### src/rtl/aib_io_cfg_ctrl.sv
// aib_io_cfg_ctrl: per-IO configuration register bank for the AIB IO buffer
// array. It accepts single-IO or broadcast writes. A write that flips an
// IO's direction first parks the targets in a safe non-driving state for a
// guard interval, then applies the new configuration.
module aib_io_cfg_ctrl #(
  parameter int unsigned NumIo       = 96,
  parameter int unsigned GuardCycles = 4,
  parameter int unsigned IdxW        = $clog2(NumIo)
) (
  input  logic            i_clk,
  input  logic            i_rst,
  input  logic            i_req_valid,
  output logic            o_req_ready,
  input  logic            i_req_bcast,
  input  logic [IdxW-1:0] i_req_idx,
  input  logic [8:0]      i_req_cfg,
  output logic            o_err,
  output logic            o_busy,
  output logic            c_io_tx_en      [NumIo-1:0],
  output logic            c_io_ddr_mode   [NumIo-1:0],
  output logic            c_io_async_mode [NumIo-1:0],
  output logic            c_drv_pull_up   [NumIo-1:0],
  output logic            c_drv_pull_down [NumIo-1:0],
  output logic [3:0]      c_drv_strength  [NumIo-1:0]
);

  localparam int unsigned CntW = (GuardCycles > 1) ? $clog2(GuardCycles) : 1;

  typedef enum logic [1:0] {IDLE, QUIESCE, GUARD, APPLY} state_t;

  state_t            state;
  logic [CntW-1:0]   cnt;
  logic              hold_bcast;
  logic [IdxW-1:0]   hold_idx;
  logic [8:0]        hold_cfg;
  logic              dir_change;
  logic              idx_bad;

  // True when IO i belongs to the latched request's target set.
  function automatic logic is_tgt(input int unsigned i);
    return hold_bcast || (hold_idx == IdxW'(i));
  endfunction

  // Decode the incoming request: out-of-range index and direction flip.
  always_comb begin
    dir_change = 1'b0;
    idx_bad    = !i_req_bcast && (32'(i_req_idx) >= NumIo);
    for (int unsigned i = 0; i < NumIo; i++) begin
      if ((i_req_bcast || (i_req_idx == IdxW'(i))) &&
          (c_io_tx_en[i] != i_req_cfg[8]))
        dir_change = 1'b1;
    end
  end

  // Sequencer plus configuration registers, all outputs registered.
  always_ff @(posedge i_clk or posedge i_rst) begin
    if (i_rst) begin
      state       <= IDLE;
      cnt         <= '0;
      o_req_ready <= 1'b1;
      o_busy      <= 1'b0;
      o_err       <= 1'b0;
      hold_bcast  <= 1'b0;
      hold_idx    <= '0;
      hold_cfg    <= '0;
      for (int unsigned i = 0; i < NumIo; i++) begin
        c_io_tx_en[i]      <= 1'b0;
        c_io_ddr_mode[i]   <= 1'b0;
        c_io_async_mode[i] <= 1'b0;
        c_drv_pull_up[i]   <= 1'b0;
        c_drv_pull_down[i] <= 1'b1;
        c_drv_strength[i]  <= '0;
      end
    end else begin
      o_err <= 1'b0;
      case (state)
        IDLE: begin
          if (i_req_valid && o_req_ready) begin
            if (idx_bad) begin
              o_err <= 1'b1;
            end else begin
              hold_bcast  <= i_req_bcast;
              hold_idx    <= i_req_idx;
              hold_cfg    <= i_req_cfg;
              state       <= dir_change ? QUIESCE : APPLY;
              o_req_ready <= 1'b0;
              o_busy      <= 1'b1;
            end
          end
        end
        QUIESCE: begin
          for (int unsigned i = 0; i < NumIo; i++) begin
            if (is_tgt(i)) begin
              c_io_tx_en[i]      <= 1'b0;
              c_drv_pull_up[i]   <= 1'b0;
              c_drv_pull_down[i] <= 1'b1;
            end
          end
          cnt   <= CntW'(GuardCycles - 1);
          state <= GUARD;
        end
        GUARD: begin
          if (cnt == '0) state <= APPLY;
          else           cnt   <= cnt - 1'b1;
        end
        APPLY: begin
          for (int unsigned i = 0; i < NumIo; i++) begin
            if (is_tgt(i)) begin
              c_io_tx_en[i]      <= hold_cfg[8];
              c_io_ddr_mode[i]   <= hold_cfg[7];
              c_io_async_mode[i] <= hold_cfg[6];
              c_drv_strength[i]  <= hold_cfg[5:2];
              c_drv_pull_up[i]   <= hold_cfg[1];
              c_drv_pull_down[i] <= hold_cfg[0];
            end
          end
          state       <= IDLE;
          o_req_ready <= 1'b1;
          o_busy      <= 1'b0;
        end
        default: begin
          state       <= IDLE;
          o_req_ready <= 1'b1;
          o_busy      <= 1'b0;
        end
      endcase
    end
  end

endmodule

### config.mk
export PLATFORM = sky130hd
export DESIGN_NAME = aib_io_cfg_ctrl
export DESIGN_NICKNAME = d
export VERILOG_FILES = /design/src/rtl/aib_io_cfg_ctrl.sv
export SDC_FILE = /design/constraint.sdc
export NUM_CORES = 2
export LEC_CHECK = 0
export ABC_AREA = 1
export BUFFER_PORTS_ARGS = -buffer_cell sky130_fd_sc_hd__buf_2
export CAP_MARGIN = 30
export CELL_PAD_IN_SITES_DETAIL_PLACEMENT = 0
export CELL_PAD_IN_SITES_GLOBAL_PLACEMENT = 1
export CORE_AREA = 4 4 343 345
export DETAILED_ROUTE_END_ITERATION = 16
export DIE_AREA = 0 0 347 349
export PLACE_DENSITY = 0.68
export SKIP_LAST_GASP = 1
export SYNTH_ARGS = -nofsm -noshare
export SYNTH_HDL_FRONTEND = slang
export SYNTH_SLANG_ARGS = --single-unit
### constraint.sdc
create_clock -name i_clk -period 41.8 [get_ports i_clk]
set_clock_uncertainty 0.15 [all_clocks]
set_input_delay 8.36 -clock i_clk [delete_from_list [all_inputs] [get_ports i_clk]]
set_output_delay 8.36 -clock i_clk [all_outputs]
set_load 0.01 [all_outputs]
Yosys cells after proc, flatten, opt, wreduce, memory -nomap -nowiden
Cells that the tools add are included.
Storage, ports and cells
  register bits: 888
  output and inout bits: 867
Operators by class
  add/subtract/negate cells: 1
  $lt $le $gt $ge: 1
  equality and inequality tests: 485
  mux-type cells: 595
  bitwise gates (word level): 1
  reductions and logical operators: 494
Operator list (count)
  $mux 1: 583
  $pmux 96 s2: 3
  $eq 7x6->1 const B: 64
  $eq 7x7->1 const B: 64
  $ne 2x2->1 const B: 196
  $reduce_and 3->1: 99
  $eq 7x5->1 const B: 32
  $reduce_and 2->1: 97
  $logic_or 1x1->1: 192
  $eq 7x4->1 const B: 16
  $logic_and 1x1->1: 98
  $ne 1x1->1: 96
  $eq 7x3->1 const B: 8
  $eq 7x2->1 const B: 4
  $eq 7x1->1 const B: 2
  $logic_not 7->1: 2
  $mux 2: 5
  $pmux 2 s4: 1
  $ge 7x7->1 const B: 1
  $reduce_bool 2->1: 3
  $eq 2x2->1 const B: 2
  $logic_not 2->1: 2
  $pmux 1 s2: 2
  $pmux 2 s2: 1
  other kinds (4): 4

Logic depth before layout (Yosys ltp)
  depth after elaboration: 103
  gate-level depth with buffers: 15

Least setup slack after synthesis
Ideal clock, no wire load.
  path kind: input to register
  start point: in i_req_cfg[8]
  end point: reg state[1]
  library setup time: 0.077 ns
  data arrival time: 9.728 ns
  slack: 31.845 ns
  stages on the path: 12
  buffers on the path: 3
  path through: clkbuf_1 buf_2 buf_2 xnor2_1 a21oi_1 nor2_1 nand2_1 nor2_1 nand2_1 nor2_1 nand2_1 a21oi_1
Between the ends
  word-level cells in the longest chain between the ends: 102
  elaborated cells on any way between the ends: 292
RTL lines
  start: declaration: line 16  | input logic [8:0] i_req_cfg,
  $ne 1x1->1: line 50  | (c_io_tx_en[i] != i_req_cfg[8]))
  $logic_and 1x1->1: line 49  | if ((i_req_bcast || (i_req_idx == IdxW'(i))) &&
  $mux 1 (95 in a row): line 49
  $mux 1 (*): line 49
  $mux 2 (*): line 85  | state <= dir_change ? QUIESCE : APPLY;
  $mux 2 (*): line 79  | if (idx_bad) begin
  $mux 2 (*): line 78  | if (i_req_valid && o_req_ready) begin
  $pmux 2 s4 (*): line 76  | case (state)
  end signal: assignment: line 85
  end: declaration: line 31  | state_t state;
Mark *: on every way between the ends. The rest lies on a longest branch, timed or not. The select of a mux whose other input is x is not followed.
A chain may end at the register's enable or synchronous reset.

==> reports/summary.txt <==
Outcome: finished clean
Synth Flop Type: dfrtp_1
CP peak stage delay: 0.84 ns
Yosys top cell area share: 55.0%
Root Buffer: clkbuf_16
Setup bufs post-CTS: 0
Synth top area cells: dfrtp_1, nand2_1, o21ai_1
Maximum VDD drop: 43.5 uV
Routed WL: 150 mm
Cells after Synth: 3,932
Final critical-path required period: 12.54 ns
Gr busiest metal: met2
Critical path class: in2async
Placer Congestion: 0.838
Met2 Use GR: 39.8%
CP Launch Type: input pin
DRT iter0 DRCs: 2,263
Worst-Margin Slew: 1.04 ns
DR pass1 iterations: 5
DRT antenna net count: 0
Worst path cell trace: buf_2 -> inv_8 -> buf_4 -> buf_4 -> buf_4 -> buf_12 -> buf_4 -> buf_12
Distinct cells, synth: 28
Die area: 121,000 um^2
R2R cell count: 7
CP Max Fanout: 155
Min-delay src: c_drv_strength[49]
Most common cell in the synthesized netlist: nand2_1
Post-synth ARST share: 100%
Post_cts resized: 0
Met3 Usage GRT: 6.49%
Syn Area/Cell: 9.15 um^2
Leak: 0.0224 uW
Share of cells above drive strength 1: 27.8%
Met1 usage: 30.6%
Hold_buf cts: 0
Setup_tns: 0 ns
R2r endpoint: c_drv_strength[249]
Setup crit end kind: async pin
Area leader, netlist: dfrtp_1
Worst hold-check path type: reg2reg
Initial antenna violation count: 9
Pin count of the biggest net entering global routing: 164
CTS tree: built
WL per Instance: 23.8 um
CP arrival: 13.19 ns
Fin crit share: 30.0%
Clk buf depth: 3
RSZ-0062 raised after global routing: no
Placement Cell Area: 41,800 um^2
Vias per inst: 4.78
P per Cell Area: 88.5 nW/um^2
Global Route Usage Sum: 24.0%
I/O pins: 887
Clock Pin Slew Worst Setup and Hold Paths: 0.06 ns
Clk Latency, worst-skew pair: 0.69 ns
Post-route DRC: 0
Required @ worst endpoint: 42.44 ns
Die Ht: 349 um
Post-Syn Nets: 3,957
CP max-delay cell: buf_4
Post-synth EDFFs: 0
Final hold vios: 0
Grt total ovfl: 0
Pins over their slew limit: 0
Clock sink count: 888
Register area share after synthesis: 62.1%
Max_slew headroom: 30.5%
Design area: 45,200 um^2
Area grow syn2layout: 25.5%
Vias in the first global route: 29,632
# setup viols final: 0
Commonest cells post-synth: nand2_1, dfrtp_1, o21ai_1
Synthesized area: 36,000 um^2
FF+latch count, synth: 888
WHS Path Cells: 2
# port buffers: 886
FP Rows: 124
Synth Warn #: 0
Origin of the critical flop-to-flop path: state[1]
H-tree levels: 3
Max-cap violation count: 0
Die width: 347 um
Hold worst-path end: c_drv_strength[49]
R2R Setup Slk: 38.72 ns
DP HPWL: 108 mm
First-pass GRT wire length: 215 mm
Layout Nets: 4,737
Fill count: 11,815
Initial Util: 31.5%
Worst path most repeated cell: buf_4
Core Area: 114,000 um^2
Via count: 30,195
Fmax: 0.0797 GHz
CTS Buf Count: 99
worst max-delay path by stage:
stage / from / to / slack, ns / depth (start not counted)
after floorplan: i_rst / c_drv_pull_up[0] / 8.49 / 1
final: i_rst / c_drv_pull_down[45] / 29.26 / 8
after detailed placement: i_rst / c_drv_pull_down[45] / 28.43 / 8
after global placement: i_rst / c_drv_strength[218] / 28.24 / 7
after CTS: i_rst / c_drv_pull_down[45] / 29.20 / 8
after global routing: i_rst / c_drv_pull_down[45] / 28.59 / 8
sequential cells by signal (all words and copies together), names as in the netlist:
name             flops
c_drv_pull_down     96
o_req_ready          1
c_drv_strength     384
c_io_tx_en          96
hold_idx             7
o_err                1
hold_bcast           1
state                2
c_drv_pull_up       96
c_io_async_mode     96
cnt                  2
hold_cfg             9
o_busy               1
c_io_ddr_mode       96
power breakdown:
group          switching, uW  internal, uW  leakage [uW]
Sequential               253          1240        0.0112
Combinational           1110           500       0.00957
Clock                    374           521       0.00164
Total                   1740          2260        0.0224
layout make-up:
type	count	area [um^2]	share of cell area (%)
diodes	5	12.5	0.0277
clock inverters	36	448	0.991
repair buffers	932	4980	11.0
multi-input cells	2552	11700	25.8
inverters	239	930	2.06
flip-flops and latches	888	22300	49.5
well taps	1512	1890	4.19
clock buffers	148	2900	6.43
per-stage QoR:
| stage | hold slack, ns | total power (uW) | setup WS, ns | std cells | util (%) |
|---|---|---|---|---|---|
| 5_1_grt | 0.345 | 4260 | 28.59 | 6307 | 39.6 |
| 3_3_place_gp | 0.312 | 3110 | 28.24 | 6110 | 36.4 |
| 2_1_floorplan | 0.356 | 2320 | 8.49 | 3932 | - |
| 4_1_cts | 0.332 | 4060 | 29.20 | 6307 | 39.6 |
| 6_report | 0.327 | 4000 | 29.26 | 6312 | 39.6 |
| 3_5_place_dp | 0.318 | 3150 | 28.43 | 6123 | 36.6 |
critical path, delay by kind of cell:
family,cells,cell delay (ns)
buf+inv,8,4.28
cell usage in the layout, fill, tap and decap left out, types with 95 or more instances in the layout:
master	netlist	final
inv_1	156	146
dfstp_2	97	97
dfrtp_1	791	790
o21ai_0	237	237
xor2_1	95	95
o21ai_1	619	619
a21oi_1	189	189
buf_2	69	885
nand2_1	1002	1002
clkbuf_16	0	100
nor2_1	356	338
metal layers:
metal	part of all wire, %	vias up	wire, um
met5	0.021	-	31
met4	3.2	4	4750
met3	7.5	212	11200
met2	47	935	71300
met1	42	14801	62900
li1	-	14243	-
kinds of logic after synthesis:
family	share of synthesized area (%)
and+or+nand+nor	14.8
xor gates and xnor gates	2.34
buffers and inverters	5.64
adders and majority gates	0.174
DFF	62.1
AOI/OAI and AO/OA	15.0
Note: power is estimated with default switching activity, not from simulation.
